--- src/rtl/muxn_scan_if.sv ---
// ----------------------------------------------------------------------------
// muxn_scan_if
//   Bundles the data, control and result signals of muxn_scan.
//
//   Parameters
//     N        number of input channels (>= 1)
//     W        bits per channel (>= 1)
//     DWELL_W  width of the dwell field
//
//   Signals
//     en      cycle enable (all state frozen when low)
//     mode    0 = manual select, 1 = round-robin scan
//     sel_in  requested channel in manual mode (clamped to N-1)
//     dwell   scan mode: each channel is held for dwell+1 enabled cycles
//     d       channel k is d[k*W +: W], channel 0 in the LSB slice
//     y       registered selected data
//     ch      channel index that produced the current y
//     valid   y was updated on the last edge
//     wrap    one-cycle pulse when the scan pointer goes from N-1 to 0
//
//   Modports: master drives the inputs and observes the results;
//   slave is the multiplexer side.
// ----------------------------------------------------------------------------
interface muxn_scan_if #(
    parameter int N       = 8,
    parameter int W       = 1,
    parameter int DWELL_W = 4
);
    localparam int SEL_W = (N > 1) ? $clog2(N) : 1;

    logic               en;
    logic               mode;
    logic [SEL_W-1:0]   sel_in;
    logic [DWELL_W-1:0] dwell;
    logic [N*W-1:0]     d;
    logic [W-1:0]       y;
    logic [SEL_W-1:0]   ch;
    logic               valid;
    logic               wrap;

    modport master (
        output en, mode, sel_in, dwell, d,
        input  y, ch, valid, wrap
    );

    modport slave (
        input  en, mode, sel_in, dwell, d,
        output y, ch, valid, wrap
    );
endinterface

--- src/rtl/muxn_scan.sv ---
// ----------------------------------------------------------------------------
// muxn_scan
//   N-channel, W-bit multiplexer with a registered output. The channel comes
//   either from sel_in (manual mode, clamped to N-1) or from an internal
//   round-robin pointer that dwells dwell+1 enabled cycles on each channel
//   (scan mode).
//
//   Ports
//     clk    rising-edge clock
//     rst_n  synchronous active-low reset; wins over en and mode
//     bus    muxn_scan_if.slave: en, mode, sel_in, dwell, d in;
//            y, ch, valid, wrap out (all outputs are flops)
// ----------------------------------------------------------------------------
module muxn_scan #(
    parameter int N       = 8,
    parameter int W       = 1,
    parameter int DWELL_W = 4
) (
    input  logic         clk,
    input  logic         rst_n,
    muxn_scan_if.slave   bus
);
    localparam int               SEL_W = (N > 1) ? $clog2(N) : 1;
    localparam logic [SEL_W-1:0] LAST  = SEL_W'(N - 1);
    localparam logic [SEL_W:0]   N_EXT = (SEL_W + 1)'(N);

    logic [SEL_W-1:0]   ptr_q, ptr_d;
    logic [DWELL_W-1:0] cnt_q, cnt_d;
    logic [W-1:0]       y_q, y_d;
    logic [SEL_W-1:0]   ch_q, ch_d;
    logic               valid_q, valid_d;
    logic               wrap_q, wrap_d;

    logic [SEL_W-1:0]   man_sel;
    logic [SEL_W-1:0]   pick;
    logic [W-1:0]       pick_data;
    logic               terminal;

    // Out-of-range requests (only possible when N is not a power of two)
    // fall back to the highest channel. The extra bit keeps the compare exact.
    assign man_sel  = ({1'b0, bus.sel_in} >= N_EXT) ? LAST : bus.sel_in;
    assign pick     = bus.mode ? ptr_q : man_sel;
    // Compare with >= so that shrinking dwell below the running count ends
    // the slot on the next enabled cycle instead of waiting for a wrap.
    assign terminal = (cnt_q >= bus.dwell);

    // Explicit decode keeps every slice in range even for odd N.
    always_comb begin
        pick_data = '0;
        for (int k = 0; k < N; k++) begin
            if (pick == SEL_W'(k)) begin
                pick_data = bus.d[k*W +: W];
            end
        end
    end

    // NOTE: every signal gets a default before any branch, so no path
    // leaves a variable unassigned and no latch is inferred.
    always_comb begin
        ptr_d   = ptr_q;
        cnt_d   = cnt_q;
        y_d     = y_q;
        ch_d    = ch_q;
        valid_d = 1'b0;
        wrap_d  = 1'b0;

        if (bus.en) begin
            y_d     = pick_data;
            ch_d    = pick;
            valid_d = 1'b1;
            if (!bus.mode) begin
                // Manual: the pointer follows the request so a later switch
                // to scan resumes from the last manual channel.
                ptr_d = man_sel;
                cnt_d = '0;
            end else if (terminal) begin
                cnt_d  = '0;
                ptr_d  = (ptr_q == LAST) ? '0 : ptr_q + 1'b1;
                wrap_d = (ptr_q == LAST);
            end else begin
                cnt_d = cnt_q + 1'b1;
            end
        end
    end

    // NOTE: state registers use non-blocking assignments so all flops
    // update together from the values present before the edge.
    always_ff @(posedge clk) begin
        if (!rst_n) begin
            ptr_q   <= '0;
            cnt_q   <= '0;
            y_q     <= '0;
            ch_q    <= '0;
            valid_q <= 1'b0;
            wrap_q  <= 1'b0;
        end else begin
            ptr_q   <= ptr_d;
            cnt_q   <= cnt_d;
            y_q     <= y_d;
            ch_q    <= ch_d;
            valid_q <= valid_d;
            wrap_q  <= wrap_d;
        end
    end

    assign bus.y     = y_q;
    assign bus.ch    = ch_q;
    assign bus.valid = valid_q;
    assign bus.wrap  = wrap_q;
endmodule
--- src/flat_wrapper.sv ---
// flat-port wrapper written by rule: the top's interface ports become plain ports
module muxn_scan_flat 
#(
    parameter int N       = 8,
    parameter int W       = 1,
    parameter int DWELL_W = 4
)
  (clk, rst_n, bus_en, bus_mode, bus_sel_in, bus_dwell, bus_d, bus_y, bus_ch, bus_valid, bus_wrap);
  muxn_scan_if #(.N(N), .W(W), .DWELL_W(DWELL_W)) bus_i ();
  input  logic clk;
  input  logic rst_n;
  input wire logic [$bits(bus_i.en)-1:0] bus_en;
  input wire logic [$bits(bus_i.mode)-1:0] bus_mode;
  input wire logic [$bits(bus_i.sel_in)-1:0] bus_sel_in;
  input wire logic [$bits(bus_i.dwell)-1:0] bus_dwell;
  input wire logic [$bits(bus_i.d)-1:0] bus_d;
  output wire logic [$bits(bus_i.y)-1:0] bus_y;
  output wire logic [$bits(bus_i.ch)-1:0] bus_ch;
  output wire logic [$bits(bus_i.valid)-1:0] bus_valid;
  output wire logic [$bits(bus_i.wrap)-1:0] bus_wrap;
  assign bus_i.en = bus_en;
  assign bus_i.mode = bus_mode;
  assign bus_i.sel_in = bus_sel_in;
  assign bus_i.dwell = bus_dwell;
  assign bus_i.d = bus_d;
  assign bus_y = bus_i.y;
  assign bus_ch = bus_i.ch;
  assign bus_valid = bus_i.valid;
  assign bus_wrap = bus_i.wrap;
  muxn_scan #(.N(N), .W(W), .DWELL_W(DWELL_W)) u_core (.clk(clk), .rst_n(rst_n), .bus(bus_i));
endmodule
--- config.mk ---
export PLATFORM = sky130hd
export DESIGN_NAME = muxn_scan_flat
export DESIGN_NICKNAME = d
export VERILOG_FILES = /design/src/rtl/muxn_scan_if.sv /design/src/rtl/muxn_scan.sv /design/src/flat_wrapper.sv
export SDC_FILE = /design/constraint.sdc
export NUM_CORES = 1
export LEC_CHECK = 0
export ABC_AREA = 0
export CORE_MARGIN = 5
export CORE_UTILIZATION = 44
export DETAILED_ROUTE_END_ITERATION = 6
export GPL_TIMING_DRIVEN = 0
export PLACE_DENSITY = 0.77
export SLEW_MARGIN = 20
export SYNTH_ARGS = -nofsm -noshare
export SYNTH_HDL_FRONTEND = slang
export SYNTH_SLANG_ARGS = --single-unit
--- constraint.sdc ---
create_clock -name clk -period 2.5 [get_ports clk]
set_clock_uncertainty 0.1 [all_clocks]
set_input_delay 0.375 -clock clk [delete_from_list [all_inputs] [get_ports clk]]
set_output_delay 0.375 -clock clk [all_outputs]
set_load 0.01 [all_outputs]
==> summary.md <==
| Metric | Value |
|---|---|
| Status | `complete, no violations` |
| XOR/XNOR share of the synthesized area | `0%` |
| Largest net degree at the start of global routing | `11` |
| Area leader, netlist | `dfxtp_1` |
| Inserted Clock Buffers | `3` |
| Final Wtd Congestion | `0.767` |
| Hold Crit Start | `u_core.bus.ch[2]` |
| Final HPWL DP | `1.34 mm` |
| Most frequent cell after synthesis | `dfxtp_1` |
| GRT met3 Usage | `5.16%` |
| PostCTS Resize Cnt | `0` |
| Initial DRC count | `15` |
| Top Usage Layer GRT | `met2` |
| Worst setup margin | `0.322 ns` |
| Hold Path End | `u_core.bus.ch[2]` |
| Gr ovfl total | `0` |
| Drt via density | `5.45` |
| Mapped Cells | `78` |
| Syn Nets | `104` |
| Seq. cell area | `260 um^2` |
| DR DRC count | `0` |
| Adder-cell share of the synthesized area | `11.5%` |
| Power Density | `452 nW/um^2` |
| Pleak | `0.428 nW` |
| Number of max-cap violations | `0` |
| Simple-Gate Fraction of Synth Area | `16.4%` |
| CTS tree | `built` |
| Crit path kind | `input port to register` |
| P&R area growth vs syn | `37.8%` |
| Main combinational cell family by area after synthesis | `compound AO/OA/AOI/OAI gates` |
| Worst skew pair latency | `0.28 ns` |
| Slew @ Worst Pin | `0.440 ns` |
| Die width | `51.6 um` |
| Rel. slew slack | `70.7%` |
| Tot GR Track Use | `13.8%` |
| Max Root-Sink Buffers | `2` |
| RR Startpoint | `u_core.cnt_q[0]` |
| Reg2reg setup slack | `0.37 ns` |
| Post-CTS Setup Inserts | `0` |
| Initial Util | `45.0%` |
| Fin util | `62.1%` |
| Number of fill cells | `165` |
| Peak supply drop | `0.297 mV` |
| Final count of hold timing violations | `0` |
| Die area | `2660 um^2` |
| CTS sink count | `13` |
| Final wirelength | `1.71 mm` |
| Met1 track demand over resource | `15.7%` |
| Yosys top cell area share | `34.2%` |
| Final #Nets | `133` |
| Vias in the first global route | `594` |
| Setup Total Neg Slack | `0 ns` |
| Hold Path Class | `register to register` |
| DRT Pass-1 Iters | `4` |
| Worst r2r dst | `u_core.ptr_q[0]` |
| Critical Path End Type | `register` |
| RSZ-0062 raised after global routing | `no` |
| Startpoint Class | `input port` |
| Global-route wire length before repair | `2.64 mm` |
| Port Buf Inserts | `24` |
| Area contributors post-synth | `dfxtp_1 (34%), ha_1 (12%), mux4_2 (5.9%)` |
| Core Area | `1690 um^2` |
| Post-detailed-route count of antenna-violating nets | `0` |
| IO Count | `25` |
| Final setup vio count | `0` |
| H-Tree Depth | `1` |
| Reg clk slew, reported paths | `0.08 ns` |
| Initial antenna violation count | `0` |
| Synthesized cell area | `761 um^2` |
| Yosys Warn Count | `0` |
| Netlist cell types | `31` |
| Synthesized flop and latch total | `13` |
| Minimum clock period | `2.18 ns` |
| Mux cell area share after synthesis | `8.55%` |
| Cts hold-fix bufs | `0` |
| Fraction of the mapped netlist area in compound gates | `25.2%` |
| Routed WL per cell | `13.9 um` |
| Commonest cells post-synth | `dfxtp_1 (13), nor2_1 (9), ha_1 (7), a21oi_1 (6), inv_1 (6)` |
| Multi-input gate area | `469 um^2` |
| Cell Rows | `15` |
| Crit path max fanout | `8` |
| Final worst-path cycle share | `87.1%` |
| Post-synth EDFFs | `0` |
| Max Freq | `459 MHz` |
| Die Span Y | `51.6 um` |
| Via count | `670` |
| Root Buffer | `clkbuf_4` |
| Hold depth | `2` |
| DP Area | `1020 um^2` |
| Fin area | `1050 um^2` |
| Final max-slew violation count | `0` |
| Sequential-to-total area share from yosys stat | `34.2%` |
| Ys async rst share | `0%` |
| Number of diodes | `0` |
| Req. time, crit path | `2.58 ns` |
| Met2 usage | `23.1%` |
| Main synth FF type | `dfxtp_1` |
| Setup WS pre-CTS | `0.0179 ns` |
| Worst R2R Path Depth | `7` |
| Share of cells above drive strength 1 | `13.2%` |
| Syn_area_per_cell | `9.75 um^2` |
| Arrival @ worst endpoint | `2.26 ns` |
-- how the worst max path moves through the flow --
stage / from / endpoint / slack [ns] / depth (start not counted)
after global routing: bus_dwell[0] / u_core.ptr_q[0] / 0.26 / 7
after detailed placement: bus_dwell[0] / u_core.ptr_q[0] / 0.02 / 7
after global placement: bus_dwell[0] / u_core.ptr_q[0] / 0.07 / 7
final: bus_dwell[0] / u_core.ptr_q[0] / 0.32 / 7
after floorplan: u_core.cnt_q[0] / u_core.ptr_q[0] / 0.56 / 7
after CTS: bus_dwell[0] / u_core.ptr_q[0] / 0.32 / 7
-- per-layer routing --
metal | vias to the layer above | share of wire, %
li1 | 343 | -
met4 | 0 | 1.8
met5 | - | 0
met1 | 309 | 42
met2 | 14 | 51
met3 | 4 | 5.4
-- power by group --
| group | switching (mW) | leakage, nW | internal (mW) |
|---|---|---|---|
| clock network | 0.0692 | 0.0150 | 0.0620 |
| registers | 0.00744 | 0.107 | 0.218 |
| logic | 0.0482 | 0.306 | 0.0696 |
-- through the flow --
stage	total power, mW	instances	hold slack [ns]
floorplan	0.294	78	0.367
global placement	0.344	119	0.375
detailed placement	0.348	119	0.380
CTS	0.480	123	0.390
global route	0.500	123	0.410
finish	0.474	123	0.385
-- cell usage in the layout (no fill, tap or decap), types with 3 or more instances in the layout --
master / count
nand2_1: 3
ha_1: 7
dfxtp_1: 13
a211oi_1: 4
a21oi_1: 6
nor2_1: 9
clkbuf_4: 3
clkdlybuf4s50_1: 24
inv_1: 6
-- critical path, stage by stage --
cell and delay, ns:
clkdlybuf4s50_1 0.40, ha_1 0.29, nand2b_4 0.15, a2111oi_4 0.40
o21ai_2 0.19, and2_4 0.21, o221a_1 0.23
-- cell type report --
cell class / instances / share of cell area (%)
Buffer: 2 / 0.835
Clock buffer: 4 / 2.51
Inverter: 6 / 2.15
Multi-Input combinational cell: 57 / 44.7
Sequential cell: 13 / 24.8
Tap cell: 17 / 2.03
Timing Repair Buffer: 24 / 22.9
-- logic make-up after synthesis --
kind of cell | count (synthesis)
adder cells (fa/ha/maj) | 7
buffers and inverters | 8
AND/OR/NAND/NOR | 23
multiplexers | 4
flip-flops | 13
AO/OA/AOI/OAI | 23
-- state kept, by name, indices dropped and copies added (netlist names) --
name,flops
u_core.cnt_q,4
u_core.bus.ch,3
u_core.ptr_q,3
u_core.bus.valid,1
u_core.bus.wrap,1
u_core.bus.y,1
Note: power is estimated with default switching activity, not from simulation.
